**src/rtl/uart_tx_scheduler_pkg.sv**
```systemverilog
// Shared types and defaults for the UART TX scheduler and its arbiter.
//   sched_state_e   : scheduler FSM state, 2-bit encoding
//   DEF_*           : default parameter values
//   wrap_add()      : (base + off) mod n, safe for non-power-of-2 n
package uart_sched_pkg;

    localparam int DEF_DATA_WIDTH  = 8;
    localparam int DEF_NUM_REQ     = 2;
    localparam int DEF_ACK_TIMEOUT = 8;

    typedef enum logic [1:0] {
        IDLE      = 2'd0,
        WAIT_ACK  = 2'd1,
        WAIT_DONE = 2'd2
    } sched_state_e;

    function automatic int wrap_add(input int base, input int off, input int n);
        return (base + off) % n;
    endfunction

endpackage

```
**src/rtl/uart_tx_scheduler_if.sv**
```systemverilog
// Requester / transmitter handshake bundle for uart_tx_scheduler.
//   master : requesters + transmitter side (drives en, req, req_data, tx_busy)
//   slave  : scheduler side (drives gnt, tx_data, tx_valid, active_id, err_timeout)
interface uart_tx_scheduler_if #(
    parameter int DATA_WIDTH = 8,
    parameter int NUM_REQ    = 2
);
    localparam int IDW = (NUM_REQ > 1) ? $clog2(NUM_REQ) : 1;

    logic                          en;
    logic [NUM_REQ-1:0]            req;
    logic [NUM_REQ*DATA_WIDTH-1:0] req_data;
    logic [NUM_REQ-1:0]            gnt;
    logic [DATA_WIDTH-1:0]         tx_data;
    logic                          tx_valid;
    logic                          tx_busy;
    logic [IDW-1:0]                active_id;
    logic                          err_timeout;

    modport master (
        output en, req, req_data, tx_busy,
        input  gnt, tx_data, tx_valid, active_id, err_timeout
    );

    modport slave (
        input  en, req, req_data, tx_busy,
        output gnt, tx_data, tx_valid, active_id, err_timeout
    );

endinterface

```
**src/rtl/uart_tx_scheduler_rr_arbiter.sv**
```systemverilog
// Combinational round-robin arbiter: the first asserted request found
// searching from ptr_i upwards (wrapping mod NUM_REQ) wins.
//   req_i   : request vector
//   ptr_i   : highest-priority index
//   gnt_o   : one-hot grant
//   idx_o   : winner index
//   valid_o : any request present
module rr_arbiter
    import uart_sched_pkg::*;
#(
    parameter int NUM_REQ = DEF_NUM_REQ,
    localparam int IDW    = (NUM_REQ > 1) ? $clog2(NUM_REQ) : 1
) (
    input  logic [NUM_REQ-1:0] req_i,
    input  logic [IDW-1:0]     ptr_i,
    output logic [NUM_REQ-1:0] gnt_o,
    output logic [IDW-1:0]     idx_o,
    output logic               valid_o
);

    logic [IDW-1:0] cand;

    always_comb begin
        gnt_o   = '0;
        idx_o   = '0;
        valid_o = 1'b0;
        cand    = '0;
        for (int off = 0; off < NUM_REQ; off++) begin
            cand = IDW'(wrap_add(int'(ptr_i), off, NUM_REQ));
            if (!valid_o && req_i[cand]) begin
                valid_o     = 1'b1;
                idx_o       = cand;
                gnt_o[cand] = 1'b1;
            end
        end
    end

endmodule

```
**src/rtl/uart_tx_scheduler.sv**
```systemverilog
// Shares one UART transmitter between NUM_REQ byte requesters using
// round-robin arbitration, a one-cycle DATA_VALID strobe and BUSY tracking.
// A frame whose BUSY never rises within ACK_TIMEOUT cycles is dropped.
//   clk_i : clock, all logic on posedge
//   rst_i : asynchronous active-high reset
//   bus   : handshake bundle (slave side), see uart_tx_scheduler_if
//
// state     | meaning
// ----------+------------------------------------------------------
// IDLE      | waiting for EN && request && transmitter not busy
// WAIT_ACK  | strobe issued, waiting for BUSY rise (timeout armed)
// WAIT_DONE | transmitter busy with our frame, waiting for BUSY fall
module uart_tx_scheduler
    import uart_sched_pkg::*;
#(
    parameter int DATA_WIDTH  = DEF_DATA_WIDTH,
    parameter int NUM_REQ     = DEF_NUM_REQ,
    parameter int ACK_TIMEOUT = DEF_ACK_TIMEOUT
) (
    input  logic               clk_i,
    input  logic               rst_i,
    uart_tx_scheduler_if.slave bus
);

    localparam int IDW = (NUM_REQ > 1) ? $clog2(NUM_REQ) : 1;
    localparam int CW  = $clog2(ACK_TIMEOUT + 1);

    sched_state_e          state_q;
    logic [IDW-1:0]        rr_ptr_q;
    logic [IDW-1:0]        rr_ptr_d;
    logic [CW-1:0]         cnt_q;
    logic [CW-1:0]         cnt_d;
    logic [DATA_WIDTH-1:0] tx_data_q;
    logic [IDW-1:0]        active_id_q;
    logic [NUM_REQ-1:0]    gnt_q;
    logic                  tx_valid_q;
    logic                  err_q;

    logic [NUM_REQ-1:0]    arb_gnt;
    logic [IDW-1:0]        arb_idx;
    logic                  arb_valid;

    rr_arbiter #(.NUM_REQ(NUM_REQ)) u_arb (
        .req_i   (bus.req),
        .ptr_i   (rr_ptr_q),
        .gnt_o   (arb_gnt),
        .idx_o   (arb_idx),
        .valid_o (arb_valid)
    );

    assign rr_ptr_d = IDW'(wrap_add(int'(arb_idx), 1, NUM_REQ));
    // Saturating increment; the terminal compare below fires on reaching ACK_TIMEOUT.
    assign cnt_d    = (cnt_q == CW'(ACK_TIMEOUT)) ? cnt_q : cnt_q + CW'(1);

    always_ff @(posedge clk_i or posedge rst_i) begin
        if (rst_i) begin
            state_q     <= IDLE;
            rr_ptr_q    <= '0;
            cnt_q       <= '0;
            tx_data_q   <= '0;
            active_id_q <= '0;
            gnt_q       <= '0;
            tx_valid_q  <= 1'b0;
            err_q       <= 1'b0;
        end else begin
            gnt_q      <= '0;
            tx_valid_q <= 1'b0;
            err_q      <= 1'b0;
            case (state_q)
                IDLE: begin
                    cnt_q <= '0;
                    if (bus.en && arb_valid && !bus.tx_busy) begin
                        tx_data_q   <= bus.req_data[int'(arb_idx)*DATA_WIDTH +: DATA_WIDTH];
                        active_id_q <= arb_idx;
                        gnt_q       <= arb_gnt;
                        tx_valid_q  <= 1'b1;
                        rr_ptr_q    <= rr_ptr_d;
                        state_q     <= WAIT_ACK;
                    end
                end
                WAIT_ACK: begin
                    if (bus.tx_busy) begin
                        cnt_q   <= '0;
                        state_q <= WAIT_DONE;
                    end else if (cnt_d == CW'(ACK_TIMEOUT)) begin
                        err_q   <= 1'b1;
                        cnt_q   <= '0;
                        state_q <= IDLE;
                    end else begin
                        cnt_q <= cnt_d;
                    end
                end
                WAIT_DONE: begin
                    if (!bus.tx_busy) begin
                        state_q <= IDLE;
                    end
                end
                default: state_q <= IDLE;
            endcase
        end
    end

    assign bus.gnt         = gnt_q;
    assign bus.tx_data     = tx_data_q;
    assign bus.tx_valid    = tx_valid_q;
    assign bus.active_id   = active_id_q;
    assign bus.err_timeout = err_q;

endmodule

```
**src/flat_wrapper.sv**
```systemverilog
// flat-port wrapper written by rule: the top's interface ports become plain ports
module uart_tx_scheduler_flat import uart_sched_pkg::*;
#(
    parameter int DATA_WIDTH  = DEF_DATA_WIDTH,
    parameter int NUM_REQ     = DEF_NUM_REQ,
    parameter int ACK_TIMEOUT = DEF_ACK_TIMEOUT
)
  (clk_i, rst_i, bus_en, bus_req, bus_req_data, bus_tx_busy, bus_gnt, bus_tx_data, bus_tx_valid, bus_active_id, bus_err_timeout);
  uart_tx_scheduler_if #(.DATA_WIDTH(DATA_WIDTH), .NUM_REQ(NUM_REQ)) bus_i ();
  input  logic clk_i;
  input  logic rst_i;
  input wire logic [$bits(bus_i.en)-1:0] bus_en;
  input wire logic [$bits(bus_i.req)-1:0] bus_req;
  input wire logic [$bits(bus_i.req_data)-1:0] bus_req_data;
  input wire logic [$bits(bus_i.tx_busy)-1:0] bus_tx_busy;
  output wire logic [$bits(bus_i.gnt)-1:0] bus_gnt;
  output wire logic [$bits(bus_i.tx_data)-1:0] bus_tx_data;
  output wire logic [$bits(bus_i.tx_valid)-1:0] bus_tx_valid;
  output wire logic [$bits(bus_i.active_id)-1:0] bus_active_id;
  output wire logic [$bits(bus_i.err_timeout)-1:0] bus_err_timeout;
  assign bus_i.en = bus_en;
  assign bus_i.req = bus_req;
  assign bus_i.req_data = bus_req_data;
  assign bus_i.tx_busy = bus_tx_busy;
  assign bus_gnt = bus_i.gnt;
  assign bus_tx_data = bus_i.tx_data;
  assign bus_tx_valid = bus_i.tx_valid;
  assign bus_active_id = bus_i.active_id;
  assign bus_err_timeout = bus_i.err_timeout;
  uart_tx_scheduler #(.DATA_WIDTH(DATA_WIDTH), .NUM_REQ(NUM_REQ), .ACK_TIMEOUT(ACK_TIMEOUT)) u_core (.clk_i(clk_i), .rst_i(rst_i), .bus(bus_i));
endmodule
```
**config.mk**
```make
export PLATFORM = sky130hd
export DESIGN_NAME = uart_tx_scheduler_flat
export DESIGN_NICKNAME = d
export VERILOG_FILES = /design/src/rtl/uart_tx_scheduler_pkg.sv /design/src/rtl/uart_tx_scheduler_if.sv /design/src/rtl/uart_tx_scheduler_rr_arbiter.sv /design/src/rtl/uart_tx_scheduler.sv /design/src/flat_wrapper.sv
export SDC_FILE = /design/constraint.sdc
export NUM_CORES = 1
export LEC_CHECK = 0
export ABC_AREA = 1
export BUFFER_PORTS_ARGS = -buffer_cell sky130_fd_sc_hd__buf_4
export CAP_MARGIN = 20
export CORE_UTILIZATION = 40
export DETAILED_ROUTE_END_ITERATION = 12
export PLACE_DENSITY = 0.72
export SLEW_MARGIN = 25
export SYNTH_ARGS = -nofsm -noshare
export SYNTH_HDL_FRONTEND = slang
export SYNTH_SLANG_ARGS = --single-unit
```
**constraint.sdc**
```tcl
create_clock -name clk_i -period 1.1 [get_ports clk_i]
set_input_delay 0.055 -clock clk_i [delete_from_list [all_inputs] [get_ports clk_i]]
set_output_delay 0.055 -clock clk_i [all_outputs]
set_load 0.01 [all_outputs]
```
==> report_table.html <==
<table>
<tr><th>Metric</th><th>Value</th></tr>
<tr><th colspan="2">Floorplanning</th></tr>
<tr><td>Ports</td><td>35</td></tr>
<tr><td>Initial Util</td><td>a little over two fifths</td></tr>
<tr><td>Horizontal die dimension</td><td>between 50 and 60 µm</td></tr>
<tr><td>Placement Rows</td><td>17</td></tr>
<tr><td>Overall die area</td><td>2573 µm²</td></tr>
<tr><td>Total core area</td><td>2233 µm²</td></tr>
<tr><td>Die outline height</td><td>50.73 µm</td></tr>
<tr><th colspan="2">Synthesis</th></tr>
<tr><td>Post-synthesis simple-gate area fraction</td><td>33.99%</td></tr>
<tr><td>Compound-cell area share of the yosys netlist</td><td>between 4 and 5%</td></tr>
<tr><td>Xor and xnor fraction of the mapped netlist area</td><td>0%</td></tr>
<tr><td>#FFs+latches synth</td><td>20</td></tr>
<tr><td>Biggest area consumer among synthesized cells</td><td>sky130_fd_sc_hd__dfrtp_1</td></tr>
<tr><td>Post-Synthesis Cell Area</td><td>~950 µm²</td></tr>
<tr><td>Synthesized area per cell</td><td>8.633 µm²</td></tr>
<tr><td>Leading post-synthesis cells by cell area</td><td>sky130_fd_sc_hd__dfrtp_1 53%, sky130_fd_sc_hd__nand2_1 16%, sky130_fd_sc_hd__nand3_1 6.3%</td></tr>
<tr><td>Fraction of post-synthesis cell area in the top cell type by area</td><td>52.70%</td></tr>
<tr><td>Sequential area share after synthesis</td><td>a little over half</td></tr>
<tr><td>Nets in the synthesized netlist</td><td>between 100 and 150</td></tr>
<tr><td>Share of cell area taken by muxes after synthesis</td><td>0%</td></tr>
<tr><td>Number of different library cells in the post-synthesis netlist</td><td>19</td></tr>
<tr><td>Gate count after technology mapping</td><td>110</td></tr>
<tr><td>Synth Area in Adders</td><td>2.635%</td></tr>
<tr><td>Combinational family with the most area after synthesis</td><td>simple AND/OR/NAND/NOR gates</td></tr>
<tr><td>Synth Warn #</td><td>0</td></tr>
<tr><th colspan="2">Clock tree</th></tr>
<tr><td>TritonCTS clock tree</td><td>done</td></tr>
<tr><td>Clock tree sinks</td><td>20</td></tr>
<tr><td>Skew-Pair Late Insertion Delay</td><td>0.30 ns</td></tr>
<tr><td>H-Tree Level Count</td><td>1</td></tr>
<tr><td>Maximum buffer depth of the clock tree</td><td>2</td></tr>
<tr><td>Total clock buffers created by CTS</td><td>3</td></tr>
<tr><td>CTS clk-pin slew, worst paths</td><td>roughly 0.11 ns</td></tr>
<tr><td>Cell at the root of the clock tree</td><td>sky130_fd_sc_hd__clkbuf_4</td></tr>
<tr><th colspan="2">Worst setup path</th></tr>
<tr><td>Arr. time, crit path</td><td>1.56 ns</td></tr>
<tr><td>Crit path launch type</td><td>flip-flop</td></tr>
<tr><td>Kind of end point of the critical path</td><td>flip-flop</td></tr>
<tr><td>Biggest fanout along the worst timing path</td><td>3</td></tr>
<tr><td>Worst Setup Path Type</td><td>reg -&gt; reg</td></tr>
<tr><td>Critical path required time</td><td>~1.4 ns</td></tr>
<tr><th colspan="2">Timing</th></tr>
<tr><td>Final-report max-slew violation count</td><td>0</td></tr>
<tr><td>Count of endpoints failing setup in the final report</td><td>18</td></tr>
<tr><td>Final cycle utilization of the critical path</td><td>119.1%</td></tr>
<tr><td>Worst max-slew margin expressed relative to the limit</td><td>82.79%</td></tr>
<tr><td>Final critical-path required period</td><td>1.310 ns</td></tr>
<tr><td>Maximum clock frequency</td><td>763.1 MHz</td></tr>
<tr><td>RSZ-0062 raised after global routing</td><td>true</td></tr>
<tr><td>Setup slack after layout</td><td>-0.2105 ns</td></tr>
<tr><td>Setup clock skew after layout</td><td>a little under 0.007 ns</td></tr>
<tr><td>Final number of hold-violating endpoints</td><td>0</td></tr>
<tr><td>Transition at the pin with the smallest max-transition slack</td><td>roughly 0.26 ns</td></tr>
<tr><th colspan="2">Placement</th></tr>
<tr><td>Pre-CTS setup slack</td><td>-0.1366 ns</td></tr>
<tr><td>Post-detailed-placement half-perimeter wirelength</td><td>1451 µm</td></tr>
<tr><td>Placed cells</td><td>179</td></tr>
<tr><td>Instance area at placement</td><td>1334 µm²</td></tr>
<tr><td>Weighted congestion at the end of routability-driven global placement</td><td>0.7666</td></tr>
<tr><td>Count of input and output buffers</td><td>34</td></tr>
<tr><th colspan="2">Drt</th></tr>
<tr><td>Drt pass-1 iters</td><td>4</td></tr>
<tr><td>Via count</td><td>1123</td></tr>
<tr><td>Detailed-route wire length per cell</td><td>16.63 µm</td></tr>
<tr><td>Via count normalized by instance count</td><td>5.199</td></tr>
<tr><td>Final wirelength</td><td>around 3600 µm</td></tr>
<tr><td>Antenna Nets Post-Route</td><td>0</td></tr>
<tr><td>DRC violation count after routing</td><td>0</td></tr>
<tr><td>Number of violations reported at the end of detailed-routing iteration 0</td><td>25</td></tr>
<tr><th colspan="2">Global route</th></tr>
<tr><td>Vias in the first global route</td><td>1039</td></tr>
<tr><td>Global-route wire length before repair</td><td>4595 µm</td></tr>
<tr><td>Pin count of the biggest net entering global routing</td><td>21</td></tr>
<tr><td>Sum of overflow across all layers after global routing</td><td>0</td></tr>
<tr><td>Global-route usage over all layers</td><td>24.37%</td></tr>
<tr><td>Number of antenna violations at the first check in global routing</td><td>0</td></tr>
<tr><th colspan="2">Pwr</th></tr>
<tr><td>Largest voltage drop on the vdd net</td><td>about 1.2 mV</td></tr>
<tr><td>Clock share of power</td><td>14.7%</td></tr>
<tr><td>Power density over cell area</td><td>1289 nW/µm²</td></tr>
<tr><td>Share of power burned in registers</td><td>43.8%</td></tr>
<tr><td>Static leakage</td><td>0.0009558 µW</td></tr>
<tr><td>Total power</td><td>2359 µW</td></tr>
<tr><td>Switching portion of total power</td><td>35.50%</td></tr>
<tr><td>Share of power burned in combinational logic</td><td>between 40% and 50%</td></tr>
<tr><td>Int Pwr</td><td>between 1500 and 2000 µW</td></tr>
<tr><td>Net switching power of the design</td><td>837.3 µW</td></tr>
<tr><th colspan="2">Cells and area</th></tr>
<tr><td>Post-route cell area</td><td>1829 µm²</td></tr>
<tr><td>Leading cell type in the layout, fill and taps excluded</td><td>sky130_fd_sc_hd__buf_4</td></tr>
<tr><td># diodes</td><td>0</td></tr>
<tr><td>Area delta synth-&gt;final</td><td>92.62%</td></tr>
<tr><td>Most frequent cells in the layout</td><td>49 x sky130_fd_sc_hd__buf_4, 24 x sky130_fd_sc_hd__nand2_1, 20 x sky130_fd_sc_hd__dfrtp_1</td></tr>
<tr><td>Post-Layout Cell Count</td><td>216</td></tr>
<tr><td>Ratio of cells with drive above 1 in the final layout</td><td>between 50 and 60%</td></tr>
<tr><td># fillers</td><td>between 100 and 150</td></tr>
<tr><td>Final #Nets</td><td>214</td></tr>
<tr><th colspan="2">Run status</th></tr>
<tr><td>Violated checks</td><td>setup timing</td></tr>
<tr><td>Outcome</td><td>complete, but fails checks</td></tr>
<tr><th colspan="2">Flow run</th></tr>
<tr><td>Number of max-cap violations</td><td>0</td></tr>
<tr><th colspan="2">Worst hold path</th></tr>
<tr><td>Path type of the worst min-delay path</td><td>in -&gt; reg</td></tr>
</table>
metrics by stage:
step / setup TNS [ns] / utilization [%] / hold WS [ns]
6_report: -2.064 / 81.90 / 0.1030
3_5_place_dp: -0.8688 / 59.72 / 0.1044
5_1_grt: -3.015 / 81.90 / 0.09949
2_1_floorplan: -0.1222 / - / 0.01883
3_3_place_gp: -0.6563 / 59.72 / 0.09806
4_1_cts: -0.7283 / 75.80 / 0.05674
power groups by stage:
stage	Combinational (µW)	Sequential, µW	Clock, µW
floorplan	261	1020	0
global placement	643	969	0
detailed placement	661	969	0
CTS	827	1000	349
global route	1030	1050	372
finish	978	1030	347
sequential cells by signal, indices dropped and copies added, names as in the netlist:
signal and cells:
u_core.bus.active_id 1, u_core.bus.tx_data 8, u_core.bus.tx_valid 1, u_core.bus.gnt 2
u_core.bus.err_timeout 1, u_core.rr_ptr_q 1, u_core.cnt_q 4, u_core.state_q 2
Yosys cell counts:
library cell              count
sky130_fd_sc_hd__a21oi_2      1
sky130_fd_sc_hd__buf_6        1
sky130_fd_sc_hd__dfrtp_1     20
sky130_fd_sc_hd__ha_1         2
sky130_fd_sc_hd__inv_1        7
sky130_fd_sc_hd__inv_2        5
sky130_fd_sc_hd__nand2_1     41
sky130_fd_sc_hd__nand2_2      1
sky130_fd_sc_hd__nand2_4      1
sky130_fd_sc_hd__nand3_1     12
sky130_fd_sc_hd__nand4_1      2
sky130_fd_sc_hd__nor2_1       7
sky130_fd_sc_hd__nor2_2       1
sky130_fd_sc_hd__nor2_8       2
sky130_fd_sc_hd__o21a_1       1
sky130_fd_sc_hd__o21ai_0      1
sky130_fd_sc_hd__o21ai_1      3
sky130_fd_sc_hd__o21ai_2      1
sky130_fd_sc_hd__or2_0        1
final timing paths:
kind	start	endpoint	slack [ns]	cells after the start
max in group asynchronous	rst_i	u_core.bus.tx_data[2]$_DFFE_PP0P_	0.56	4
worst max register to register	u_core.cnt_q[0]$_DFFE_PP0P_	u_core.cnt_q[3]$_DFFE_PP0P_	-0.21	7
worst min-delay path	bus_tx_busy	u_core.bus.err_timeout$_DFF_PP0_	0.10	4
worst min register to register	u_core.rr_ptr_q$_DFFE_PP0P_	u_core.rr_ptr_q$_DFFE_PP0P_	0.53	2
min in group asynchronous	rst_i	u_core.bus.active_id$_DFFE_PP0P_	0.33	4
worst max-delay path	u_core.cnt_q[0]$_DFFE_PP0P_	u_core.cnt_q[3]$_DFFE_PP0P_	-0.21	7
cell families (layout without fill, tap and decap cells):
group,count (synthesis),in the layout
AND/OR/NAND/NOR,68,70
flip-flops,20,20
buffers and inverters,13,89
AO/OA/AOI/OAI,7,7
adder cells (fa/ha/maj),2,2
metal layers:
| metal | global-route usage [%] | up-vias | wire [µm] |
|---|---|---|---|
| met5 | 0 | - | 0 |
| li1 | - | 502 | - |
| met2 | 46.22 | 55 | 1957 |
| met3 | 6.061 | 12 | 196 |
| met1 | 26.49 | 554 | 1369 |
| met4 | 6.481 | 0 | 70 |
critical path, cell delays in order (launching register included):
cell and delay, ns:
sky130_fd_sc_hd__dfrtp_1 0.42, sky130_fd_sc_hd__ha_2 0.21, sky130_fd_sc_hd__or2_0 0.20, sky130_fd_sc_hd__nand2_1 0.09, sky130_fd_sc_hd__nor2_1 0.04, sky130_fd_sc_hd__nand2_1 0.12
sky130_fd_sc_hd__nand3_1 0.10, sky130_fd_sc_hd__nand2_1 0.07
cell type report:
type	count	area, µm²	area share (%)
sequential	20	500.5	27.36
clock buffer	3	22.52	1.231
timing repair buffer	74	653.1	35.70
tap	28	35.03	1.915
multi-input combinational	79	573.1	31.33
inverter	12	45.04	2.462
timing repair:
| item | 4_1_cts | 5_1_grt |
|---|---|---|
| gates cloned | 2 | 0 |
| endpoints found under the hold margin | 29 | 0 |
| pin swaps | 20 | 13 |
| endpoints found under the setup margin | 15 | 18 |
| gates resized for setup | 29 | 13 |
| buffers inserted | 4 | 10 |
| hold buffers | 18 | 0 |
Power figures use the tool's default switching activity.
